File: src/rtl/sub_share_ctrl_pkg.sv
// sub_share_ctrl_pkg: shared constants, requester ids and clog2 for the subtractor-sharing controller
package sub_share_ctrl_pkg;
    localparam int NREQ = 2;
    typedef enum logic {REQ0 = 1'b0, REQ1 = 1'b1} req_id_e;
    function automatic int clog2(input int v);
        int r;
        r = 0;
        while ((1 << r) < v) r++;
        return r;
    endfunction
endpackage

File: src/rtl/sub_tag_pipe.sv
// sub_tag_pipe: DEPTH-stage shift register of {vld, id} tracking in-flight subtract ops
// Ports: clk, reset (async active-low), in_vld/in_id (stage 0 input),
//        out_vld/out_id (final stage), any_vld (OR of all stage valids)
module sub_tag_pipe #(
    parameter int DEPTH = 4
) (
    input  logic clk,
    input  logic reset,
    input  logic in_vld,
    input  logic in_id,
    output logic out_vld,
    output logic out_id,
    output logic any_vld
);
    logic [DEPTH-1:0] vld;
    logic [DEPTH-1:0] id;
    always_ff @(posedge clk or negedge reset) begin
        if (!reset) begin
            vld <= '0;
            id  <= '0;
        end else begin
            vld[0] <= in_vld;
            id[0]  <= in_id;
            for (int i = 1; i < DEPTH; i++) begin
                vld[i] <= vld[i-1];
                id[i]  <= id[i-1];
            end
        end
    end
    assign out_vld = vld[DEPTH-1];
    assign out_id  = id[DEPTH-1];
    assign any_vld = |vld;
endmodule

File: src/rtl/sub_share_ctrl.sv
// sub_share_ctrl: round-robin sharing of one pipelined W-bit subtract/compare unit between two requesters
// Ports: clk, reset (async active-low); reqN_valid/a/b/ready request handshakes;
//        sub_a/sub_b operands to the unit, sub_diff/cout/ovf results back SUB_LAT cycles later;
//        rsp_valid (one-hot owner), rsp_diff/zero/lt/ovf response data; busy while ops are in flight
module sub_share_ctrl
    import sub_share_ctrl_pkg::*;
#(
    parameter int W       = 8,
    parameter int SUB_LAT = 4,
    parameter int MAX_OUT = 4
) (
    input  logic         clk,
    input  logic         reset,
    input  logic         req0_valid,
    input  logic [W-1:0] req0_a,
    input  logic [W-1:0] req0_b,
    output logic         req0_ready,
    input  logic         req1_valid,
    input  logic [W-1:0] req1_a,
    input  logic [W-1:0] req1_b,
    output logic         req1_ready,
    output logic [W-1:0] sub_a,
    output logic [W-1:0] sub_b,
    input  logic [W-1:0] sub_diff,
    input  logic         sub_cout,
    input  logic         sub_ovf,
    output logic [1:0]   rsp_valid,
    output logic [W-1:0] rsp_diff,
    output logic         rsp_zero,
    output logic         rsp_lt,
    output logic         rsp_ovf,
    output logic         busy
);
    localparam int CW = clog2(MAX_OUT + 1);
    logic [CW-1:0]   cnt [NREQ];
    logic [NREQ-1:0] valid, elig, grant;
    logic            ptr, iss_vld, iss_id, tag_vld, tag_id, tag_busy, xfer;
    assign valid = {req1_valid, req0_valid};
    // ptr names the requester preferred on a tie, i.e. the one not granted last;
    // grants are gated by reset so ready stays low while reset is held
    always_comb begin
        for (int i = 0; i < NREQ; i++) elig[i] = valid[i] && (cnt[i] < CW'(MAX_OUT));
        grant[1] = reset && elig[1] && (!elig[0] || ptr == REQ1);
        grant[0] = reset && elig[0] && !grant[1];
    end
    assign req0_ready = grant[0];
    assign req1_ready = grant[1];
    assign xfer       = |grant;
    always_ff @(posedge clk or negedge reset) begin
        if (!reset) begin
            ptr     <= REQ0;
            iss_vld <= 1'b0;
            iss_id  <= 1'b0;
            sub_a   <= '0;
            sub_b   <= '0;
            for (int i = 0; i < NREQ; i++) cnt[i] <= '0;
        end else begin
            iss_vld <= xfer;
            iss_id  <= grant[1];
            if (xfer) begin
                ptr   <= !grant[1];
                sub_a <= grant[1] ? req1_a : req0_a;
                sub_b <= grant[1] ? req1_b : req0_b;
            end
            for (int i = 0; i < NREQ; i++) cnt[i] <= cnt[i] + CW'(grant[i]) - CW'(rsp_valid[i]);
        end
    end
    // The issue register marks the cycle the unit sees the operands; the tag
    // pipe then follows the unit's SUB_LAT-cycle latency to the result
    sub_tag_pipe #(.DEPTH(SUB_LAT)) u_tag_pipe (
        .clk     (clk),
        .reset   (reset),
        .in_vld  (iss_vld),
        .in_id   (iss_id),
        .out_vld (tag_vld),
        .out_id  (tag_id),
        .any_vld (tag_busy)
    );
    assign busy      = tag_busy || iss_vld;
    assign rsp_valid = tag_vld ? (tag_id ? 2'b10 : 2'b01) : 2'b00;
    assign rsp_diff  = tag_vld ? sub_diff : '0;
    assign rsp_zero  = tag_vld && (sub_diff == '0);
    assign rsp_lt    = tag_vld && !sub_cout;
    assign rsp_ovf   = tag_vld && sub_ovf && !rsp_zero;
endmodule

File: config.mk
export PLATFORM = sky130hd
export DESIGN_NAME = sub_share_ctrl
export DESIGN_NICKNAME = d
export VERILOG_FILES = /design/src/rtl/sub_share_ctrl_pkg.sv /design/src/rtl/sub_tag_pipe.sv /design/src/rtl/sub_share_ctrl.sv
export SDC_FILE = /design/constraint.sdc
export NUM_CORES = 1
export LEC_CHECK = 0
export ABC_AREA = 1
export BUFFER_PORTS_ARGS = -buffer_cell sky130_fd_sc_hd__buf_2
export CELL_PAD_IN_SITES_DETAIL_PLACEMENT = 0
export CELL_PAD_IN_SITES_GLOBAL_PLACEMENT = 2
export CORE_UTILIZATION = 25
export DETAILED_ROUTE_END_ITERATION = 10
export PLACE_DENSITY_LB_ADDON = 0.12
export SLEW_MARGIN = 20
export SYNTH_ARGS = -nofsm -noshare
export SYNTH_HDL_FRONTEND = slang
export SYNTH_SLANG_ARGS = --single-unit
File: constraint.sdc
create_clock -name clk -period 2.09 [get_ports clk]
set_input_delay 0 -clock clk [delete_from_list [all_inputs] [get_ports clk]]
set_output_delay 0 -clock clk [all_outputs]
set_load 0.01 [all_outputs]
==> results.tsv, run 1 <==
stage	metric	value	unit
status	status	complete, no violations	
logic_synthesis	synth_top_cell_by_area	dfrtp_1	
setup_path	path_cells	inv_2 > nand3_2 > nand2_4 > inv_4 > nor2_2 > ha_1 > inv_1 > fa_1 > xnor2_2 > xor2_1	
routing	dr_total_vias	1500	
die	rows	28	
die	start_util	26.4	%
sta	drv_slew	0	
routing	ant_nets	0	
setup_path	crit_path_max_fanout	5	
routing	route.met2.wl	1950	microns
finish	syn_to_final_growth	51.1	%
die	coreArea	0.00606	sq mm
setup_path	critical_path_class	flip-flop to flip-flop	
die	die_area	0.00674	sq mm
clocking	cts_buffers	5	
power	powerDensity	499	mW/mm^2
logic_synthesis	ys_seq_area_share	51.5	%
power	clock_power_share	40.0	%
finish	multi_input_area	616	sq um
placed_design	hpwlAfterDp	2900	microns
grt	antenna_found_initial	0	
routing	met1_length	1820	microns
finish	final_nets	341	
logic_synthesis	ys_async_sr_fraction	100	%
setup_path	critPathTopFamily	adder cells	
die	io_pins	78	
routing	drt_iter0_markers	88	
finish	post_route_cells_drive_above_1_share	37.0	%
grt	grt_max_degree	24	
power	peakVddDrop	0.249	mV
setup_path	cp.required	2.26	ns
finish	ff_latch_area	826	sq um
power	combPwrFrac	7.1	%
finish	diodes	0	
logic_synthesis	avgSynthCellArea	8.95	sq um
power	internal_power	0.951	mW
clocking	clkSinkCount	33	
logic_synthesis	ys_dominant_reg_cell	dfrtp_1	
clocking	insertion_delay	0.28	ns
clocking	clock_path_buffers	2	
sta	setup_tns	0	ns
sta	hold_viol_final	0	
sta	maxSlewHeadroom	79.6	%
sta	worstMarginPinSlew	0.306	ns
placed_design	placed_area	0.00209	sq mm
sta	grt_setup_unrepaired	false	
logic_synthesis	yosysTopAreaCellShare	51.5	%
power	seqPwrFrac	52.8	%
clocking	cts-htree-levels	2	
setup_path	endpoint_kind	flip-flop	
setup_path	startpoint_type	flip-flop	
power	finalPower	1.21	mW
routing	dr.pass1.iters	4	
power	p_switching	0.258	mW
logic_synthesis	ys_warn_count	0	
logic_synthesis	yosysMostFrequentCell	nand2_1	
grt	grtUsageTotal	13.4	%
setup_path	critPathSlowestCell	fa_1	
routing	via_per_inst	4.12	
setup_path	cp.arrival	2.03	ns
setup_path	critPathBufInv	3	
logic_synthesis	ys_ff_latch	33	
flow_run	cap_violations	0	
grt	grt_pass1_vias	1488	
power	p_leak	1.52	nW
logic_synthesis	synth.distinct_cells	22	
clocking	ctsRootBufferMaster	clkbuf_8	
sta	period_needed	1.87	ns
placed_design	gp_congestion	0.755	
logic_synthesis	synth_nets	231	
finish	finalCoreUtilization	40.0	%
logic_synthesis	synth_area_leaders	dfrtp_1, nand2_1, nand3_1, inv_1, nand3_2	
grt	grt_first_pass_wirelength	6700	microns
placed_design	io_buffer_count	77	
logic_synthesis	synth_edf_count	0	
routing	wl_met3	275	microns
logic_synthesis	ys_top_cells_by_count	nand2_1, dfrtp_1, inv_1	
finish	fillers	631	
grt	grt-ovfl-total	0	
sta	fin_crit_sh	89.3	%
die	fp.dieW	82.1	microns
routing	wirelength	4090	microns
sta	max_freq	536	MHz
hold_path	hp-class	input pin to flip-flop	
sta	clock_skew	0.00734	ns
routing	wl_per_cell	11.2	microns
clocking	cts_tree	yes	
setup_path	critPathMaxStageDelay	0.40	ns
routing	drc_errors	0	
power	p_sw_share	21.4	%
logic_synthesis	synthCells	179	
logic_synthesis	syn_area	0.00160	sq mm
routing	top_layer	met4	
finish	fin_area	0.00242	sq mm
clocking	cts_setup_buffers	0	
die	die_h	82.1	microns
clocking	clk_pin_slew_worst_paths	0.07	ns
sta	setup_viol	0	
-- power by group through the flow --
stage	clock, mW	sequential, mW	combinational (mW)
final	0.484	0.639	0.0859
after global placement	0	0.651	0.0712
after global routing	0.529	0.638	0.0973
after detailed placement	0	0.651	0.0694
after CTS	0.504	0.638	0.0881
after floorplan	0	0.651	0.00738
-- cell type report --
| type | instances | area share (%) |
|---|---|---|
| well taps | 75 | 3.87 |
| inverters | 32 | 5.06 |
| repair buffers | 108 | 28.0 |
| multi-input cells | 109 | 25.4 |
| flip-flops and latches | 33 | 34.1 |
| clock buffers | 7 | 3.56 |
-- placed cells by master (no fill, tap or decap) --
master	instances
a21oi_1	1
buf_2	77
buf_4	7
clkbuf_1	1
clkbuf_8	6
dfrtp_1	33
dlygate4sd3_1	24
fa_1	2
ha_1	4
inv_1	29
inv_2	2
inv_4	1
nand2_1	47
nand2_2	2
nand2_4	1
nand3_1	27
nand3_2	8
nand4_1	1
nor2_1	9
nor2_2	1
nor2_4	1
nor3_1	1
xnor2_1	1
xnor2_2	1
xor2_1	2
-- per-stage QoR --
step,hold WS [ns],std cells,worst slack [ns]
final,0.00814,364,0.224
after global placement,-0.171,333,0.263
after floorplan,-0.296,179,0.0739
after global routing,0.0268,364,0.00966
after detailed placement,-0.180,333,0.229
after CTS,0.00259,364,0.221
-- per-layer routing --
metal / global-route usage (%) / up-vias
met3: 4.00 / 6
li1: - / 766
met1: 16.1 / 678
met5: 0 / -
met2: 22.9 / 50
met4: 4.39 / 0
-- cells by family after synthesis --
logic type               synth area share, %
AND/OR/NAND/NOR                         29.7
XOR/XNOR                                2.19
AO/OA/AOI/OAI                          0.312
buffers and inverters                   10.7
flip-flops                              51.5
adder cells (fa/ha/maj)                 5.62
-- worst paths after layout --
| path | from | to | slack (ns) | depth (start not counted) |
|---|---|---|---|---|
| min | req0_b[0] | sub_b[0]$_DFFE_PN0P_ | 0.008 | 5 |
| min reg2reg | iss_id$_DFF_PN0_ | u_tag_pipe.id[0]$_DFF_PN0_ | 0.35 | 0 |
| max reg2reg | cnt[5]$_DFF_PN0_ | cnt[5]$_DFF_PN0_ | 0.22 | 10 |
| max in group asynchronous | reset | iss_vld$_DFF_PN0_ | 1.52 | 3 |
| min in group asynchronous | reset | sub_b[3]$_DFFE_PN0P_ | 0.06 | 2 |
| max | cnt[5]$_DFF_PN0_ | cnt[5]$_DFF_PN0_ | 0.22 | 10 |
-- flip-flops by register name (all words and copies together), names as in the netlist --
register and cells:
sub_a 8, sub_b 8, cnt 6, u_tag_pipe.id 4, u_tag_pipe.vld 4, iss_id 1
iss_vld 1, ptr 1
-- timing repair --
action,in CTS,in global routing
resized for setup,0,1
hold endpoints to repair,45,0
setup endpoints to repair,0,1
hold buffers,24,0
-- worst register-to-register path, stage by stage (launching register included) --
cell and delay, ns:
dfrtp_1 0.37, inv_2 0.09, nand3_2 0.13, nand2_4 0.12, inv_4 0.05, nor2_2 0.11
ha_1 0.16, inv_1 0.04, fa_1 0.40, xnor2_2 0.15, xor2_1 0.14
Note: power is estimated with default switching activity, not from simulation.
==> run 2: changes to the inputs <==
--- a/config.mk
+++ b/config.mk
@@ -12,6 +12,7 @@
 export CORE_UTILIZATION = 25
 export DETAILED_ROUTE_END_ITERATION = 10
 export PLACE_DENSITY_LB_ADDON = 0.12
+export SKIP_LAST_GASP = 1
 export SLEW_MARGIN = 20
 export SYNTH_ARGS = -nofsm -noshare
 export SYNTH_HDL_FRONTEND = slang
==> constraint.sdc (replaced) <==
create_clock -name clk -period 2.09 [get_ports clk]
set_input_delay 0.3135 -clock clk [delete_from_list [all_inputs] [get_ports clk]]
set_output_delay 0.3135 -clock clk [all_outputs]
set_load 0.01 [all_outputs]
==> run 2 against run 1 <==
Net effect: register-to-register slack hardly changed; clock power is 5.2% lower; total power is 3.5% lower; fmax is 0.49% lower; via count is 5.3% lower; global-route usage hardly changed; sequential share of layout area is 3.8 points higher; non-clock buffer count is 23 lower; first-iteration DRC count is 36% lower; combinational power is 21% lower; routed wire length is 3.7% lower; critical endpoint unchanged; largest power group unchanged.
==> results.tsv, run 2 (synthesis results as in run 1) <==
stage	metric	value	unit	change
status	status	complete, no violations		unchanged
sta	setup_tns	0	ns	unchanged
routing	drt_iter0_markers	56		was 88
clocking	cts_buffers	5		unchanged
sta	period_needed	1.88	ns	was 1.87 ns
routing	via_per_inst	4.15		was 4.12
routing	wl_per_cell	11.5	microns	was 11.2 microns
setup_path	r2r_setup_slack	0.21	ns	was 0.22 ns
setup_path	endpoint_kind	flip-flop		unchanged
hold_path	hp-class	input pin to asynchronous set/reset pin		was input pin to flip-flop
setup_path	critPathTopFamily	adder cells		unchanged
clocking	clk_pin_slew_worst_paths	0.07	ns	about the same
die	start_util	26.4	%	unchanged
flow_run	cap_violations	0		unchanged
setup_path	startpoint_type	flip-flop		unchanged
setup_path	crit_top_cell	inv_1		
grt	grt_pass1_vias	1388		was 1488
setup_path	critPathSlowestCell	dfrtp_1		was fa_1
routing	ant_nets	0		unchanged
finish	post_route_cells_drive_above_1_share	40.4	%	was 37.0%
setup_path	cp.required	2.29	ns	was 2.26 ns
grt	grt-ovfl-total	0		unchanged
sta	drv_slew	0		unchanged
setup_path	critical_path_class	flip-flop to flip-flop		unchanged
grt	grt_first_pass_wirelength	6610	microns	was 6700 microns
setup_path	critPathBufInv	3		unchanged
finish	final_common_cell	buf_2		unchanged
sta	setup_viol	0		unchanged
setup_path	critPathMaxStageDelay	0.39	ns	was 0.40 ns
routing	wl_met3	280	microns	was 275 microns
die	die_h	82.1	microns	unchanged
sta	maxSlewHeadroom	80.0	%	was 79.6%
power	powerDensity	535	mW/mm^2	was 499 mW/mm^2
finish	diodes	0		unchanged
sta	clock_skew	0.00230	ns	was 0.00734 ns
power	peakVddDrop	0.258	mV	was 0.249 mV
clocking	clock_path_buffers	2		unchanged
setup_path	path_cells	inv_1 > nor2_1 > ha_1 > inv_1 > ha_1 > inv_1 > fa_1 > xnor2_1 > xor2_1		was inv_2 > nand3_2 > nand2_4 > inv_4 > nor2_2 > ha_1 > inv_1 > fa_1 > xnor2_2 > xor2_1
routing	dr_total_vias	1421		was 1500
routing	met1_length	1770	microns	was 1820 microns
clocking	ctsRootBufferMaster	clkbuf_8		unchanged
routing	top_layer	met4		unchanged
clocking	cts_setup_buffers	0		unchanged
placed_design	placed_area	0.00210	sq mm	was 0.00209 sq mm
finish	final_nets	318		was 341
routing	wirelength	3940	microns	was 4090 microns
finish	biggestRegsByFlops	sub_a: 8 flops, sub_b: 8 flops, cnt: 6 flops		unchanged
grt	grt_max_degree	24		unchanged
clocking	cts_resized	0		unchanged
finish	syn_to_final_growth	35.9	%	was 51.1%
setup_path	reg2reg_from	u_tag_pipe.vld[3]$_DFF_PN0_		was cnt[5]$_DFF_PN0_
sta	grt_setup_unrepaired	false		unchanged
routing	route.met2.wl	1860	microns	was 1950 microns
clocking	insertion_delay	0.28	ns	about the same
sta	fin_crit_sh	89.7	%	was 89.3%
sta	worstMarginPinSlew	0.299	ns	was 0.306 ns
routing	drc_errors	0		unchanged
power	p_leak	1.39	nW	was 1.52 nW
setup_path	cp.arrival	2.08	ns	was 2.03 ns
die	die_area	0.00674	sq mm	unchanged
placed_design	gp_congestion	0.797		was 0.755
clocking	cts_tree	yes		unchanged
die	coreArea	0.00606	sq mm	unchanged
die	rows	28		unchanged
clocking	cts-htree-levels	2		unchanged
finish	fin_area	0.00218	sq mm	was 0.00242 sq mm
setup_path	worstReg2RegEnd	cnt[5]$_DFF_PN0_		unchanged
sta	hold_viol_final	0		unchanged
routing	dr.pass1.iters	4		unchanged
die	fp.dieW	82.1	microns	unchanged
sta	max_freq	533	MHz	was 536 MHz
finish	final_cell_mix	buf_2, nand2_1, dfrtp_1		unchanged
placed_design	io_buffer_count	77		unchanged
sta	holdWs	0.0167	ns	was 0.00814 ns
grt	grtUsageTotal	13.4	%	about the same
die	io_pins	78		unchanged
setup_path	cp_num_cells	9		was 10
grt	antenna_found_initial	0		unchanged
clocking	hold_buffers	0		was 24
clocking	clkSinkCount	33		unchanged
placed_design	hpwlAfterDp	3030	microns	was 2900 microns
setup_path	reg2regPathDepth	9		was 10
setup_path	crit_path_max_fanout	3		was 5
## run 2: cell count changes in the layout (fill, tap and decap cells not counted), sizes merged
cell         previous run  this run
buf                    84        85
dlygate4sd3            24         0
clkinv                  0         2
clkbuf                  7         6
## run 2: final cells by class
| class | count | area [sq um] |
|---|---|---|
| Clock buffer | 6 | 72.6 |
| Clock inverter | 2 | 10.0 |
| Fill cell | 644 | 3880 |
| Inverter | 32 | 123 |
| Multi-Input combinational cell | 109 | 608 |
| Sequential cell | 33 | 826 |
| Tap cell | 75 | 93.8 |
| Timing Repair Buffer | 85 | 445 |
## run 2: worst max-delay path by stage
stage	startpoint	to	slack (ns)
2_1_floorplan	cnt[5]$_DFF_PN0_	cnt[5]$_DFF_PN0_	0.07
3_3_place_gp	u_tag_pipe.vld[3]$_DFF_PN0_	cnt[5]$_DFF_PN0_	0.26
3_5_place_dp	u_tag_pipe.vld[3]$_DFF_PN0_	cnt[5]$_DFF_PN0_	0.24
4_1_cts	u_tag_pipe.vld[3]$_DFF_PN0_	cnt[5]$_DFF_PN0_	0.21
5_1_grt	u_tag_pipe.vld[3]$_DFF_PN0_	cnt[5]$_DFF_PN0_	0.07
6_report	u_tag_pipe.vld[3]$_DFF_PN0_	cnt[5]$_DFF_PN0_	0.21
## run 2: metal layers
layer  GRT usage (%)  vias to the layer above
li1                -                      724
met1            17.6                      650
met2            21.0                       44
met3            4.44                        3
met4            3.68                        0
met5               0                        -
## run 2: power breakdown
group          internal (mW)  switching, mW
logic                 0.0350         0.0329
registers              0.639              0
clock network          0.231          0.229
## run 2: stage by stage
stage | std cells | util, % | total power, mW | setup slack, ns
after CTS | 342 | 35.9 | 1.19 | 0.207
after global placement | 334 | 34.6 | 0.722 | 0.256
after global routing | 342 | 35.9 | 1.23 | 0.0727
after detailed placement | 334 | 34.6 | 0.721 | 0.237
after floorplan | 179 | - | 0.658 | 0.0739
final | 342 | 35.9 | 1.17 | 0.215
